File: src/rtl/imem_loader_if.sv
// Byte-stream and instruction-memory write-port bundle for imem_loader.
// Optional checksum outputs exist only when IMEM_LOADER_CHECKSUM_EN is defined.
interface imem_loader_if #(
  parameter int CNT_WIDTH = 16
);
  logic                 i_Start;
  logic [31:0]          i_BaseAddr;
  logic [CNT_WIDTH-1:0] i_WordCount;
  logic                 i_ByteValid;
  logic [7:0]           i_Byte;
  logic                 o_ByteReady;
  logic                 o_WrEn;
  logic [31:0]          o_WrAddr;
  logic [31:0]          o_WrData;
  logic                 o_Busy;
  logic                 o_Done;
  logic                 o_Overflow;
`ifdef IMEM_LOADER_CHECKSUM_EN
  logic [31:0]          o_Checksum;
  logic                 o_ChkErr;

  modport master (
    output i_Start, i_BaseAddr, i_WordCount, i_ByteValid, i_Byte,
    input  o_ByteReady, o_WrEn, o_WrAddr, o_WrData, o_Busy, o_Done, o_Overflow,
    input  o_Checksum, o_ChkErr
  );

  modport slave (
    input  i_Start, i_BaseAddr, i_WordCount, i_ByteValid, i_Byte,
    output o_ByteReady, o_WrEn, o_WrAddr, o_WrData, o_Busy, o_Done, o_Overflow,
    output o_Checksum, o_ChkErr
  );
`else
  modport master (
    output i_Start, i_BaseAddr, i_WordCount, i_ByteValid, i_Byte,
    input  o_ByteReady, o_WrEn, o_WrAddr, o_WrData, o_Busy, o_Done, o_Overflow
  );

  modport slave (
    input  i_Start, i_BaseAddr, i_WordCount, i_ByteValid, i_Byte,
    output o_ByteReady, o_WrEn, o_WrAddr, o_WrData, o_Busy, o_Done, o_Overflow
  );
`endif
endinterface

File: src/rtl/imem_loader.sv
// Assembles a little-endian byte stream into 32-bit words and writes them into
// instruction memory. Optional trailing checksum word: IMEM_LOADER_CHECKSUM_EN.
module imem_loader #(
  parameter int DEPTH_WORDS = 64,
  parameter int CNT_WIDTH   = 16
) (
  input logic          i_Clk,
  input logic          i_Reset,
  imem_loader_if.slave bus
);

`ifdef IMEM_LOADER_CHECKSUM_EN
  typedef enum logic [2:0] {IDLE, COLLECT, WRITE, CHECK, DONE} state_t;
`else
  typedef enum logic [2:0] {IDLE, COLLECT, WRITE, DONE} state_t;
`endif

  localparam logic [32:0] ADDR_LIMIT = 33'(4 * DEPTH_WORDS);

  state_t               state_q;
  logic [1:0]           idx_q;
  logic [23:0]          word_q;
  logic [31:0]          addr_q;
  logic [CNT_WIDTH-1:0] rem_q;
  logic                 rdy_q;
  logic                 wren_q;
  logic [31:0]          wraddr_q;
  logic [31:0]          wrdata_q;
  logic                 busy_q;
  logic                 done_q;
  logic                 ovf_q;
`ifdef IMEM_LOADER_CHECKSUM_EN
  logic [31:0]          chk_q;
  logic                 chkerr_q;
`endif

  logic        accept;
  logic        in_range;
  logic [31:0] full_word;
  logic        base_lsb_unused;

  assign accept          = rdy_q & bus.i_ByteValid;
  assign in_range        = ({1'b0, addr_q} < ADDR_LIMIT);
  assign full_word       = {bus.i_Byte, word_q};
  assign base_lsb_unused = ^bus.i_BaseAddr[1:0];

  always_ff @(posedge i_Clk or posedge i_Reset) begin
    if (i_Reset) begin
      state_q  <= IDLE;
      idx_q    <= '0;
      word_q   <= '0;
      addr_q   <= '0;
      rem_q    <= '0;
      rdy_q    <= 1'b0;
      wren_q   <= 1'b0;
      wraddr_q <= '0;
      wrdata_q <= '0;
      busy_q   <= 1'b0;
      done_q   <= 1'b0;
      ovf_q    <= 1'b0;
`ifdef IMEM_LOADER_CHECKSUM_EN
      chk_q    <= '0;
      chkerr_q <= 1'b0;
`endif
    end else begin
      wren_q <= 1'b0;
      done_q <= 1'b0;
      case (state_q)
        IDLE: begin
          if (bus.i_Start) begin
            addr_q <= {bus.i_BaseAddr[31:2], 2'b00};
            rem_q  <= bus.i_WordCount;
            ovf_q  <= 1'b0;
            idx_q  <= '0;
`ifdef IMEM_LOADER_CHECKSUM_EN
            chk_q    <= '0;
            chkerr_q <= 1'b0;
`endif
            if (bus.i_WordCount == '0) begin
`ifdef IMEM_LOADER_CHECKSUM_EN
              state_q <= CHECK;
              rdy_q   <= 1'b1;
              busy_q  <= 1'b1;
`else
              state_q <= DONE;
              done_q  <= 1'b1;
`endif
            end else begin
              state_q <= COLLECT;
              rdy_q   <= 1'b1;
              busy_q  <= 1'b1;
            end
          end
        end

        COLLECT: begin
          if (accept) begin
            // The range decision is made here so o_WrEn is a registered output
            // that is already valid in the WRITE cycle.
            if (idx_q == 2'd3) begin
              state_q  <= WRITE;
              rdy_q    <= 1'b0;
              wren_q   <= in_range;
              wraddr_q <= addr_q;
              wrdata_q <= full_word;
            end else begin
              case (idx_q)
                2'd0:    word_q[7:0]   <= bus.i_Byte;
                2'd1:    word_q[15:8]  <= bus.i_Byte;
                default: word_q[23:16] <= bus.i_Byte;
              endcase
              idx_q <= idx_q + 2'd1;
            end
          end
        end

        WRITE: begin
          idx_q <= '0;
          if (!in_range) begin
            ovf_q   <= 1'b1;
            state_q <= DONE;
            done_q  <= 1'b1;
            busy_q  <= 1'b0;
          end else begin
            addr_q <= addr_q + 32'd4;
            rem_q  <= rem_q - CNT_WIDTH'(1);
`ifdef IMEM_LOADER_CHECKSUM_EN
            chk_q  <= chk_q ^ wrdata_q;
`endif
            if (rem_q == CNT_WIDTH'(1)) begin
`ifdef IMEM_LOADER_CHECKSUM_EN
              state_q <= CHECK;
              rdy_q   <= 1'b1;
`else
              state_q <= DONE;
              done_q  <= 1'b1;
              busy_q  <= 1'b0;
`endif
            end else begin
              state_q <= COLLECT;
              rdy_q   <= 1'b1;
            end
          end
        end

`ifdef IMEM_LOADER_CHECKSUM_EN
        CHECK: begin
          if (accept) begin
            if (idx_q == 2'd3) begin
              if (full_word != chk_q) chkerr_q <= 1'b1;
              state_q <= DONE;
              rdy_q   <= 1'b0;
              busy_q  <= 1'b0;
              done_q  <= 1'b1;
            end else begin
              case (idx_q)
                2'd0:    word_q[7:0]   <= bus.i_Byte;
                2'd1:    word_q[15:8]  <= bus.i_Byte;
                default: word_q[23:16] <= bus.i_Byte;
              endcase
              idx_q <= idx_q + 2'd1;
            end
          end
        end
`endif

        DONE: begin
          state_q <= IDLE;
        end

        default: begin
          state_q <= IDLE;
          rdy_q   <= 1'b0;
          busy_q  <= 1'b0;
        end
      endcase
    end
  end

  assign bus.o_ByteReady = rdy_q;
  assign bus.o_WrEn      = wren_q;
  assign bus.o_WrAddr    = wraddr_q;
  assign bus.o_WrData    = wrdata_q;
  assign bus.o_Busy      = busy_q;
  assign bus.o_Done      = done_q;
  assign bus.o_Overflow  = ovf_q;
`ifdef IMEM_LOADER_CHECKSUM_EN
  assign bus.o_Checksum  = chk_q;
  assign bus.o_ChkErr    = chkerr_q;
`endif

endmodule
File: src/flat_wrapper.sv
// flat-port wrapper written by rule: the top's interface ports become plain ports
module imem_loader_flat 
#(
  parameter int DEPTH_WORDS = 64,
  parameter int CNT_WIDTH   = 16
)
  (i_Clk, i_Reset, bus_i_Start, bus_i_BaseAddr, bus_i_WordCount, bus_i_ByteValid, bus_i_Byte, bus_o_ByteReady, bus_o_WrEn, bus_o_WrAddr, bus_o_WrData, bus_o_Busy, bus_o_Done, bus_o_Overflow);
  imem_loader_if #(.CNT_WIDTH(CNT_WIDTH)) bus_i ();
  input logic i_Clk;
  input logic i_Reset;
  input wire logic [$bits(bus_i.i_Start)-1:0] bus_i_Start;
  input wire logic [$bits(bus_i.i_BaseAddr)-1:0] bus_i_BaseAddr;
  input wire logic [$bits(bus_i.i_WordCount)-1:0] bus_i_WordCount;
  input wire logic [$bits(bus_i.i_ByteValid)-1:0] bus_i_ByteValid;
  input wire logic [$bits(bus_i.i_Byte)-1:0] bus_i_Byte;
  output wire logic [$bits(bus_i.o_ByteReady)-1:0] bus_o_ByteReady;
  output wire logic [$bits(bus_i.o_WrEn)-1:0] bus_o_WrEn;
  output wire logic [$bits(bus_i.o_WrAddr)-1:0] bus_o_WrAddr;
  output wire logic [$bits(bus_i.o_WrData)-1:0] bus_o_WrData;
  output wire logic [$bits(bus_i.o_Busy)-1:0] bus_o_Busy;
  output wire logic [$bits(bus_i.o_Done)-1:0] bus_o_Done;
  output wire logic [$bits(bus_i.o_Overflow)-1:0] bus_o_Overflow;
  assign bus_i.i_Start = bus_i_Start;
  assign bus_i.i_BaseAddr = bus_i_BaseAddr;
  assign bus_i.i_WordCount = bus_i_WordCount;
  assign bus_i.i_ByteValid = bus_i_ByteValid;
  assign bus_i.i_Byte = bus_i_Byte;
  assign bus_o_ByteReady = bus_i.o_ByteReady;
  assign bus_o_WrEn = bus_i.o_WrEn;
  assign bus_o_WrAddr = bus_i.o_WrAddr;
  assign bus_o_WrData = bus_i.o_WrData;
  assign bus_o_Busy = bus_i.o_Busy;
  assign bus_o_Done = bus_i.o_Done;
  assign bus_o_Overflow = bus_i.o_Overflow;
  imem_loader #(.DEPTH_WORDS(DEPTH_WORDS), .CNT_WIDTH(CNT_WIDTH)) u_core (.i_Clk(i_Clk), .i_Reset(i_Reset), .bus(bus_i));
endmodule
File: config.mk
export PLATFORM = sky130hd
export DESIGN_NAME = imem_loader_flat
export DESIGN_NICKNAME = d
export VERILOG_FILES = /design/src/rtl/imem_loader_if.sv /design/src/rtl/imem_loader.sv /design/src/flat_wrapper.sv
export SDC_FILE = /design/constraint.sdc
export NUM_CORES = 1
export LEC_CHECK = 0
export ABC_AREA = 1
export CAP_MARGIN = 30
export CORE_MARGIN = 10
export CORE_UTILIZATION = 50
export DETAILED_ROUTE_END_ITERATION = 8
export GPL_ROUTABILITY_DRIVEN = 0
export GPL_TIMING_DRIVEN = 0
export HOLD_SLACK_MARGIN = 0.03
export PLACE_DENSITY = 0.85
export REMOVE_ABC_BUFFERS = 1
export SLEW_MARGIN = 20
export SYNTH_ARGS = -nofsm -noshare
export SYNTH_HDL_FRONTEND = slang
export SYNTH_SLANG_ARGS = --single-unit
File: constraint.sdc
create_clock -name i_Clk -period 8.7 [get_ports i_Clk]
set_input_delay 1.74 -clock i_Clk [delete_from_list [all_inputs] [get_ports i_Clk]]
set_output_delay 1.74 -clock i_Clk [all_outputs]
set_load 0.01 [all_outputs]
==> metrics.cfg, run 1 <==
[synth]
synthesis.area_um2=7210
ys_top_cells_by_count=304 x nand2_1, 141 x dfrtp_1, 105 x nor2_1
netlist_instances=929
avgSynthCellArea_um2=7.77
async_flop_share_pct=100
ys_seq_elements=141
ys.flop_type=dfrtp_1
yosysTopAreaCell=dfrtp_1
synth_cell_types=32
synth_warnings=0
synth_top_area_share_pct=48.9
synth_edf_count=0
seq_area_frac_synth_pct=48.9
synth.area.top_cells=dfrtp_1 49%, nand2_1 16%, nand3_1 5.8%
synth_most_common_cell=nand2_1

[worst_setup_path]
worstPathCellList=clkdlybuf4s50_1 -> inv_1 -> nor2_4 -> inv_2 -> nand2_2 -> inv_1 -> nand2_1 -> o21ai_1
worstReg2RegStart=u_core.state_q[1]
rr_worst_depth=8
cp_slowest_cell=inv_1
crit_top_cell=inv_1
start_kind=primary input
regToRegSetupSlack_ps=6430
crit_start=bus_i_Start
r2r_end=u_core.addr_q[4]
worst_path_largest_cell_delay_ps=480
setup.worst_path.end=u_core.addr_q[4]
crit_type=in -> reg
required_ps=8990
cp.arrival_ps=3700
path_max_fanout=22
end_kind=flip-flop

[grt]
grt_start_max_net_pins=92
antenna_found_initial=0
grt_pass1_vias=6297
grt_overflow_total=0
grt_pass1_wl_um=31500
grt.total_usage_pct=19.5

[clock_network]
cts_sinks=141
cts_resized=0
clock_path_buffers=2
ctsHoldBuffers=0
cts_post_setup_buffers_inserted=0
cts_tree=built
clkLatencyLatePin_ps=440
cts_root_buffer=clkbuf_16
cts_buffers=17
htreeDepth=4
clk_pin_slew_ps=60

[route]
drtAntennaViolNets=0
via_count=6578
dr.pass1.iters=5
first_iter_violations=601
drc_errors=0
wl_per_cell_um=15.3
wl_um=18900
via_per_inst=5.31

[sta]
worst_pin_slew_ps=759
rsz0062_at_grt=no
holdWs_ps=480
slew_viol_final=0
clock_skew_ps=9.19
max_freq_mhz=294
period_minus_slack_ps=3410
hold_viol=0
setup_viol=0
fin_crit_sh_pct=39.2
slew_headroom_pct=49.3
fin_tns_setup_ps=0

[floorplan]
start_util_pct=51.6
die_w_um=140
rows=43
io_pins=129
core_um2=14000
die_area_um2=19600
dieHeight_um=140

[min_path]
min_path_type=reg -> reg
whs_path_depth=2

[power_and_ir_drop]
ir_worst_vdd_uv=141
p_switching_uw=1140
p_sw_share_pct=38.5
p_leak_uw=0.00432
intPower_uw=1830
combPwrFrac_pct=36.3
clockPowerShare_pct=24.2
pwr-share-seq_pct=39.6
pwr_density_cell_nw_per_um2=322

[placed_design]
io_buffer_count=124
dpl_cell_area_um2=8630
dp_hpwl_um=13500
dp.cells=1206

[final_layout]
drive_gt1_share_pct=6.52
fin_cells=1238
antenna_cells=0
final_nets=1112
fin_area_um2=9210
area_growth_pct=27.6

[flow_run]
drv_cap=0

[run_status]
status=finished, final reports clean

worst max-delay path, delay by kind of cell:
family / cells / cell delay, ps
AO/OA/AOI/OAI: 1 / 70
buffers and inverters: 4 / 1120
AND/OR/NAND/NOR: 3 / 750
flip-flops by register name, summed over array words and instances (netlist names):
name                    count
u_core.addr_q              30
u_core.bus.o_Busy           1
u_core.bus.o_ByteReady      1
u_core.bus.o_Done           1
u_core.bus.o_Overflow       1
u_core.bus.o_WrAddr        30
u_core.bus.o_WrData        32
u_core.bus.o_WrEn           1
u_core.idx_q                2
u_core.rem_q               16
u_core.state_q              2
u_core.word_q              24
layout by cell type, fill, tap and decap left out, types with 7 or more instances in the layout:
cell type	Yosys	routed
ha_1	7	7
o21ai_1	35	35
o21ai_0	65	65
or2_2	16	16
mux2_1	26	26
clkdlybuf4s50_1	0	124
dfrtp_1	141	141
nand3_1	83	83
inv_1	73	72
nand2_1	304	302
inv_6	0	7
clkbuf_16	0	17
nor2_1	105	105
a21oi_1	7	7
how the worst min path moves through the flow:
stage,endpoint,from
finish,u_core.word_q[5],u_core.word_q[5]
global route,u_core.bus.o_WrData[14],u_core.bus.o_WrData[14]
CTS,u_core.word_q[0],u_core.word_q[0]
detailed placement,u_core.word_q[0],u_core.word_q[0]
global placement,u_core.bus.o_Busy,u_core.bus.o_Busy
floorplan,u_core.word_q[0],u_core.word_q[0]
power groups by stage:
stage	logic (uW)	clock network [uW]	registers (uW)
after CTS	1090	728	1170
final	1080	717	1180
after global placement	1030	0	1160
after floorplan	578	0	1170
after global routing	1220	756	1220
after detailed placement	1070	0	1180
per-stage QoR:
stage | utilization (%) | power (uW) | setup WS [ps]
after floorplan | - | 1750 | 3180
after global placement | 60.7 | 2190 | 1210
after detailed placement | 61.7 | 2250 | 4820
after CTS | 65.8 | 2980 | 5250
after global routing | 65.8 | 3190 | 5080
final | 65.8 | 2970 | 5290
area by class of cell:
| type | count | area [um2] |
|---|---|---|
| sequential | 141 | 3530 |
| timing repair buffer | 129 | 1360 |
| fill | 1179 | 4780 |
| multi-input combinational | 678 | 3210 |
| tap | 180 | 225 |
| inverter | 78 | 300 |
| clock buffer | 18 | 429 |
| clock inverter | 14 | 146 |
metal layers:
metal	up-vias	track usage (%)	wire length, um
met4	0	6.68	322
met3	27	6.09	1650
li1	3205	-	-
met2	245	29.3	8560
met5	-	0	0
met1	3101	26.1	8400
cells by family after synthesis:
kind of cell	synth area share [%]
compound gates	8.39
xor+xnor	0.121
fa+ha+maj	1.21
buf+inv	6.73
flops	48.9
mux	4.68
other cells	0.0520
simple gates	29.9
No activity file was read; power rests on OpenSTA's default activity.
==> run 2, diff against run 1 <==
==> constraint.sdc (replaced) <==
create_clock -name i_Clk -period 3.2 [get_ports i_Clk]
set_input_delay 0.64 -clock i_Clk [delete_from_list [all_inputs] [get_ports i_Clk]]
set_output_delay 0.64 -clock i_Clk [all_outputs]
set_load 0.01 [all_outputs]
==> results of run 2 <==
The final DEF is identical to that of run 1. Status: finished, final reports clean.
Among the figures that moved: setup slack after placement 4820 ps -> 416 ps; setup slack after layout 5290 ps -> 893 ps; register-to-register setup slack 6430 ps -> 930 ps; total power 2970 uW -> 8070 uW; worst IR drop on VDD 141 uV -> 383 uV
